### src/rtl/inst_fetch_responder_pkg.sv
// Shared types for the instruction-fetch responder: FSM state encoding and default widths.
package inst_fetch_responder_pkg;

  localparam int INST_WIDTH      = 32;
  localparam int INST_ADDR_WIDTH = 32;
  localparam int IFR_STATE_WIDTH = 2;

  typedef enum logic [IFR_STATE_WIDTH-1:0] {
    IFR_IDLE = 2'd0,
    IFR_REQ  = 2'd1,
    IFR_FILL = 2'd2
  } ifr_state_e;

endpackage

### src/rtl/inst_fetch_responder_line_buf.sv
// One-line instruction buffer: LINE_WORDS x DATA_WIDTH registers.
// It has a single write port driven by the refill beat counter and a combinational read port.
module inst_line_buf #(
  parameter int DATA_WIDTH = 32,
  parameter int LINE_WORDS = 4,
  parameter int IDX_W      = $clog2(LINE_WORDS)
) (
  input  logic                  clk,
  input  logic                  rst,
  input  logic                  we,
  input  logic [IDX_W-1:0]      waddr,
  input  logic [DATA_WIDTH-1:0] wdata,
  input  logic [IDX_W-1:0]      raddr,
  output logic [DATA_WIDTH-1:0] rdata
);

  logic [DATA_WIDTH-1:0] words_r [LINE_WORDS];

  // Refill write: one word per accepted beat.
  always_ff @(posedge clk or negedge rst) begin
    if (!rst) begin
      for (int i = 0; i < LINE_WORDS; i++) begin
        words_r[i] <= {DATA_WIDTH{1'b0}};
      end
    end else if (we) begin
      words_r[waddr] <= wdata;
    end
  end

  assign rdata = words_r[raddr];

endmodule

### src/rtl/inst_fetch_responder.sv
// Instruction-fetch responder: a single-line buffer in front of a burst-read memory.
// It answers hits in the same cycle and stalls the core while it refills a line on a miss.
module inst_fetch_responder
  import inst_fetch_responder_pkg::*;
#(
  parameter int ADDR_WIDTH = INST_ADDR_WIDTH,
  parameter int DATA_WIDTH = INST_WIDTH,
  parameter int LINE_WORDS = 4
) (
  input  logic                  clk,
  input  logic                  rst,
  input  logic                  inst_en_i,
  input  logic [ADDR_WIDTH-1:0] inst_addr_i,
  input  logic                  flush_i,
  output logic [DATA_WIDTH-1:0] inst_o,
  output logic                  inst_valid_o,
  output logic                  pause_o,
  output logic                  mem_req_o,
  output logic [ADDR_WIDTH-1:0] mem_addr_o,
  input  logic                  mem_ready_i,
  input  logic                  mem_rvalid_i,
  input  logic [DATA_WIDTH-1:0] mem_rdata_i
);

  localparam int OFF_BITS = $clog2(LINE_WORDS);
  localparam int LOW_BITS = OFF_BITS + 2;
  localparam int TAG_W    = ADDR_WIDTH - LOW_BITS;
  localparam logic [OFF_BITS-1:0] LAST_BEAT = OFF_BITS'(LINE_WORDS - 1);
  localparam logic [OFF_BITS-1:0] ONE_BEAT  = OFF_BITS'(1);

  ifr_state_e          state_r, state_s;
  logic                line_valid_r, line_valid_s;
  logic [TAG_W-1:0]    line_tag_r, line_tag_s;
  logic [TAG_W-1:0]    miss_tag_r, miss_tag_s;
  logic [OFF_BITS-1:0] beat_cnt_r, beat_cnt_s;
  logic                drop_r, drop_s;
  logic                we_s;
  logic [TAG_W-1:0]    tag_s;
  logic [OFF_BITS-1:0] word_s;
  logic                hit_s;
  logic [DATA_WIDTH-1:0] rd_word_s;
  logic                unused_addr_s;

  assign tag_s         = inst_addr_i[ADDR_WIDTH-1:LOW_BITS];
  assign word_s        = inst_addr_i[LOW_BITS-1:2];
  assign unused_addr_s = ^inst_addr_i[1:0];
  assign hit_s = inst_en_i & line_valid_r & (tag_s == line_tag_r) &
                 (state_r == IFR_IDLE) & ~flush_i;

  inst_line_buf #(
    .DATA_WIDTH (DATA_WIDTH),
    .LINE_WORDS (LINE_WORDS),
    .IDX_W      (OFF_BITS)
  ) u_line_buf (
    .clk   (clk),
    .rst   (rst),
    .we    (we_s),
    .waddr (beat_cnt_r),
    .wdata (mem_rdata_i),
    .raddr (word_s),
    .rdata (rd_word_s)
  );

  // FSM, line tag/valid, drop flag and beat counter registers.
  always_ff @(posedge clk or negedge rst) begin
    if (!rst) begin
      state_r      <= IFR_IDLE;
      line_valid_r <= 1'b0;
      line_tag_r   <= {TAG_W{1'b0}};
      miss_tag_r   <= {TAG_W{1'b0}};
      beat_cnt_r   <= {OFF_BITS{1'b0}};
      drop_r       <= 1'b0;
    end else begin
      state_r      <= state_s;
      line_valid_r <= line_valid_s;
      line_tag_r   <= line_tag_s;
      miss_tag_r   <= miss_tag_s;
      beat_cnt_r   <= beat_cnt_s;
      drop_r       <= drop_s;
    end
  end

  // Next-state and output decode. A flush seen while a burst is in flight only marks the line to be dropped.
  always_comb begin
    state_s      = state_r;
    line_valid_s = line_valid_r;
    line_tag_s   = line_tag_r;
    miss_tag_s   = miss_tag_r;
    beat_cnt_s   = beat_cnt_r;
    drop_s       = drop_r;
    we_s         = 1'b0;
    inst_valid_o = hit_s;
    inst_o       = hit_s ? rd_word_s : {DATA_WIDTH{1'b0}};
    pause_o      = 1'b0;
    mem_req_o    = 1'b0;
    mem_addr_o   = {ADDR_WIDTH{1'b0}};

    case (state_r)
      IFR_IDLE: begin
        if (flush_i) begin
          line_valid_s = 1'b0;
        end else if (inst_en_i && !hit_s) begin
          state_s    = IFR_REQ;
          miss_tag_s = tag_s;
          pause_o    = rst;
        end else begin
          line_valid_s = line_valid_r;
        end
      end
      IFR_REQ: begin
        pause_o    = 1'b1;
        mem_req_o  = 1'b1;
        mem_addr_o = {miss_tag_r, {LOW_BITS{1'b0}}};
        if (flush_i) begin
          drop_s = 1'b1;
        end else begin
          drop_s = drop_r;
        end
        if (mem_ready_i) begin
          state_s    = IFR_FILL;
          beat_cnt_s = {OFF_BITS{1'b0}};
        end else begin
          state_s = IFR_REQ;
        end
      end
      IFR_FILL: begin
        pause_o = 1'b1;
        if (flush_i) begin
          drop_s = 1'b1;
        end else begin
          drop_s = drop_r;
        end
        if (mem_rvalid_i) begin
          we_s       = 1'b1;
          beat_cnt_s = beat_cnt_r + ONE_BEAT;
          if (beat_cnt_r == LAST_BEAT) begin
            line_tag_s   = miss_tag_r;
            line_valid_s = ~(drop_r | flush_i);
            drop_s       = 1'b0;
            state_s      = IFR_IDLE;
          end else begin
            state_s = IFR_FILL;
          end
        end else begin
          state_s = IFR_FILL;
        end
      end
      default: begin
        state_s = IFR_IDLE;
      end
    endcase
  end

endmodule

### config.mk
export PLATFORM = sky130hd
export DESIGN_NAME = inst_fetch_responder
export DESIGN_NICKNAME = d
export VERILOG_FILES = /design/src/rtl/inst_fetch_responder_pkg.sv /design/src/rtl/inst_fetch_responder_line_buf.sv /design/src/rtl/inst_fetch_responder.sv
export SDC_FILE = /design/constraint.sdc
export NUM_CORES = 1
export LEC_CHECK = 0
export BUFFER_PORTS_ARGS = -buffer_cell sky130_fd_sc_hd__buf_2
export CAP_MARGIN = 20
export CORE_MARGIN = 2
export CORE_UTILIZATION = 57
export CTS_CLUSTER_DIAMETER = 40
export DETAILED_ROUTE_END_ITERATION = 8
export PLACE_DENSITY = 0.8
export SETUP_SLACK_MARGIN = 0.05
export SYNTH_ARGS = -nofsm -noshare
export SYNTH_HDL_FRONTEND = slang
export SYNTH_HIERARCHICAL = 1
export SYNTH_SLANG_ARGS = --single-unit
### constraint.sdc
create_clock -name clk -period 3.4 [get_ports clk]
set_input_delay 0.85 -clock clk [delete_from_list [all_inputs] [get_ports clk]]
set_output_delay 0.85 -clock clk [all_outputs]
set_load 0.1 [all_outputs]
==> results.toml <==
[timing]
rsz0062_at_grt = "yes"
drv_slew = 0
setup_violations = 34
max_freq_ghz = 0.281
min_period_ns = 3.56
fin_worst_skew_ns = 0.00580
min_period_over_period_pct = 105
slew_headroom_pct = 43.1
layout_setup_ws_ns = -0.163
worst_pin_slew_ns = 0.853
hold_viol = 0

[die]
die_w_um = 128
start_util_pct = 58.2
io_pins = 137
rows = 45
fp.dieH_um = 128
fp.coreArea_mm2 = 0.0151
dieArea_mm2 = 0.0165

[layout]
regArea_mm2 = 0.00476
drive_above_1_share_pct = 60.2
final_nets = 811
fillCellCount = 881
multi_input_area_mm2 = 0.00406
area_growth_pct = 27.4
fin_cells = 939

[logic_synthesis]
yosys-top-cells-area = "dfrtp_1, mux2_2, mux4_2"
synth_edf_count = 0
synth_top_family_by_area = "multiplexers"
syn_inst = 592
synth_compound_area_share_pct = 1.22
ys_warn_count = 6
synth-simple-area-share_pct = 6.50
synth-main-ff-cell = "dfrtp_1"
synthAdderAreaFrac_pct = 0.710
synth_cell_types = 37
synth.top_cells.by_count = "dfrtp_1, mux2_2, and2_1, mux4_2, xor2_1"
muxShareOfSynthArea_pct = 32.2
ys_ff_latch = 190
async_reset_ff_share_pct = 100
synth.most_common_cell = "dfrtp_1"
synth_top_cell_by_area = "dfrtp_1"
synth_seq_area_share_pct = 53.9
syn_area_mm2 = 0.00881
synth_top_area_share_pct = 53.9
avgSynthCellArea_um2 = 14.9
synthXorXnorAreaFrac_pct = 2.78

[cts]
clk_pin_slew_ns = 0.06
cts.htree.levels = 4
cts_tree = "yes"
cts.sinks = 190
holdBufCountCts = 0
cts_buffers = 17
ctsLongestPathBuffers = 2
clock-root-buffer = "clkbuf_16"
clk_latency_ns = 0.42

[power_and_ir_drop]
p_per_area_mw_per_mm2 = 825
leakagePower_nw = 5.32
ir_drop_v = 0.000445
power_mw = 9.26

[detailed_routing]
post_drt_wl_per_cell_um = 20.2
first_pass_iters = 4
initialDrtViolationCount = 270
num_vias = 5384
routed_via_density = 5.73
ant_nets = 0
wirelength_um = 19000
drc = 0

[grt]
grt.met1_usage_pct = 29.7
grt_overflow = 0
use_met2_pct = 41.7
antenna_found_initial = 2
grt.busiest_layer = "met2"
grt_use_total_pct = 24.0
grt_pass1_wl_um = 30400
grt_start_max_net_pins = 81
grt_use_met3_pct = 5.70
grt_pass1_vias = 6043

[setup_path]
critical_path_class = "in -> out"
crit_path_end_kind = "output port"
critPathArrivalTime_ns = 2.71
cp-start-kind = "input port"
crit_fanout = 7
worst_ep_required_time_ns = 2.55

[placement]
routabilityCongestion = 0.798
post-dp-hpwl_um = 12400
dp_cells = 900
portBuffers = 130

[flow_run]
max_cap_viol_count = 0

[status]
outcome = "finished with violations"
violations = "negative setup slack"

[hold_path]
min_path_type = "reg -> reg"
[what timing repair did]
action                                  in CTS  in global routing
resized for setup                           34                 20
gates cloned                                 1                  0
endpoints found under the setup margin      34                 44
hold endpoints to repair                     0                  0
buffers inserted                             2                  1
pin swaps                                   26                  5
[path summary, 6_finish.rpt]
kind | cells after the start | slack, ns | start | endpoint
max | 11 | -0.16 | inst_addr_i[23] | inst_o[28]
min | 1 | 0.50 | u_line_buf/words_r[61] | u_line_buf/words_r[61]
max reg2reg | 11 | 0.81 | state_r[0] | miss_tag_r[21]
min reg2reg | 1 | 0.50 | u_line_buf/words_r[61] | u_line_buf/words_r[61]
max in group asynchronous | 3 | 1.60 | rst | u_line_buf/words_r[35]
min in group asynchronous | 2 | 0.55 | rst | line_tag_r[15]
[power breakdown]
| group | leakage [nW] | total, mW | internal [mW] | switching [mW] |
|---|---|---|---|---|
| combinational | 2.60 | 3.30 | 1.56 | 1.74 |
| sequential | 2.43 | 3.95 | 3.32 | 0.632 |
| clock | 0.292 | 2.01 | 1.20 | 0.813 |
[state kept, by name (all words and copies together), names as in the netlist]
register,cells
u_line_buf/words_r,128
drop_r,1
state_r,2
line_tag_r,28
beat_cnt_r,2
miss_tag_r,28
line_valid_r,1
[worst max-delay path, stage by stage]
cell	delay [ns]
buf_8	0.11
xor2_4	0.15
nor4_4	0.31
buf_4	0.15
nand4_1	0.16
nor3_4	0.26
buf_12	0.16
buf_12	0.11
buf_8	0.11
and2_4	0.16
buf_12	0.17
[cell usage in the layout, fill, tap and decap left out, types with 2 or more instances in the layout]
master | synthesis | final
and2_2 | 0 | 5
xor2_2 | 0 | 4
a21oi_1 | 2 | 2
dfrtp_1 | 190 | 189
buf_6 | 2 | 4
nand2b_1 | 2 | 2
and2_4 | 0 | 27
xor2_1 | 28 | 22
ha_1 | 5 | 3
buf_4 | 10 | 19
buf_2 | 12 | 90
buf_16 | 0 | 2
clkbuf_1 | 9 | 4
diode_2 | 0 | 2
nand2_1 | 5 | 5
xor2_4 | 0 | 2
nand4_1 | 3 | 3
mux2_2 | 174 | 174
ha_2 | 0 | 2
buf_8 | 0 | 2
nor2_1 | 3 | 3
mux2_1 | 2 | 2
and2_1 | 61 | 29
clkbuf_16 | 0 | 17
mux2_4 | 9 | 9
buf_12 | 0 | 40
o21ai_0 | 5 | 5
clkbuf_8 | 0 | 3
nand3b_1 | 4 | 4
conb_1 | 1 | 4
clkinv_4 | 0 | 2
inv_1 | 7 | 7
mux4_2 | 32 | 32
bufinv_16 | 0 | 3
nor4_1 | 7 | 3
nor4_4 | 0 | 3
clkinv_2 | 0 | 2
[final cells by class]
cell class,count,share of cell area [%]
flip-flops and latches,190,42.4
multi-input cells,362,36.2
well taps,188,2.10
clock buffers,23,4.17
inverters,7,0.234
diodes,2,0.0446
repair buffers,158,13.7
clock inverters,9,1.19
[through the flow]
step	instance area [um^2]	hold slack [ns]	setup slack (ns)	util, %	setup TNS (ns)
after floorplan	8880	0.453	-0.142	-	-0.142
after global placement	10300	0.463	-0.263	68.1	-7.64
after detailed placement	10300	0.487	-0.291	68.1	-8.65
after CTS	11100	0.502	-0.177	73.1	-3.77
after global routing	11200	0.507	-0.255	74.1	-6.35
final	11200	0.501	-0.163	74.1	-3.17
[routing by layer]
metal | wire, um | share of wire (%)
met4 | 355 | 1.9
met2 | 10000 | 53
met1 | 7780 | 41
met3 | 846 | 4.5
met5 | 5 | 0.026
[kinds of logic (layout without fill, tap and decap cells)]
logic type / after synthesis / count (layout)
other cells: 1 / 6
mux: 217 / 217
buf+inv: 43 / 197
fa+ha+maj: 5 / 5
compound gates: 16 / 16
xor+xnor: 28 / 28
flops: 190 / 190
simple gates: 92 / 92
Power figures use the tool's default switching activity.
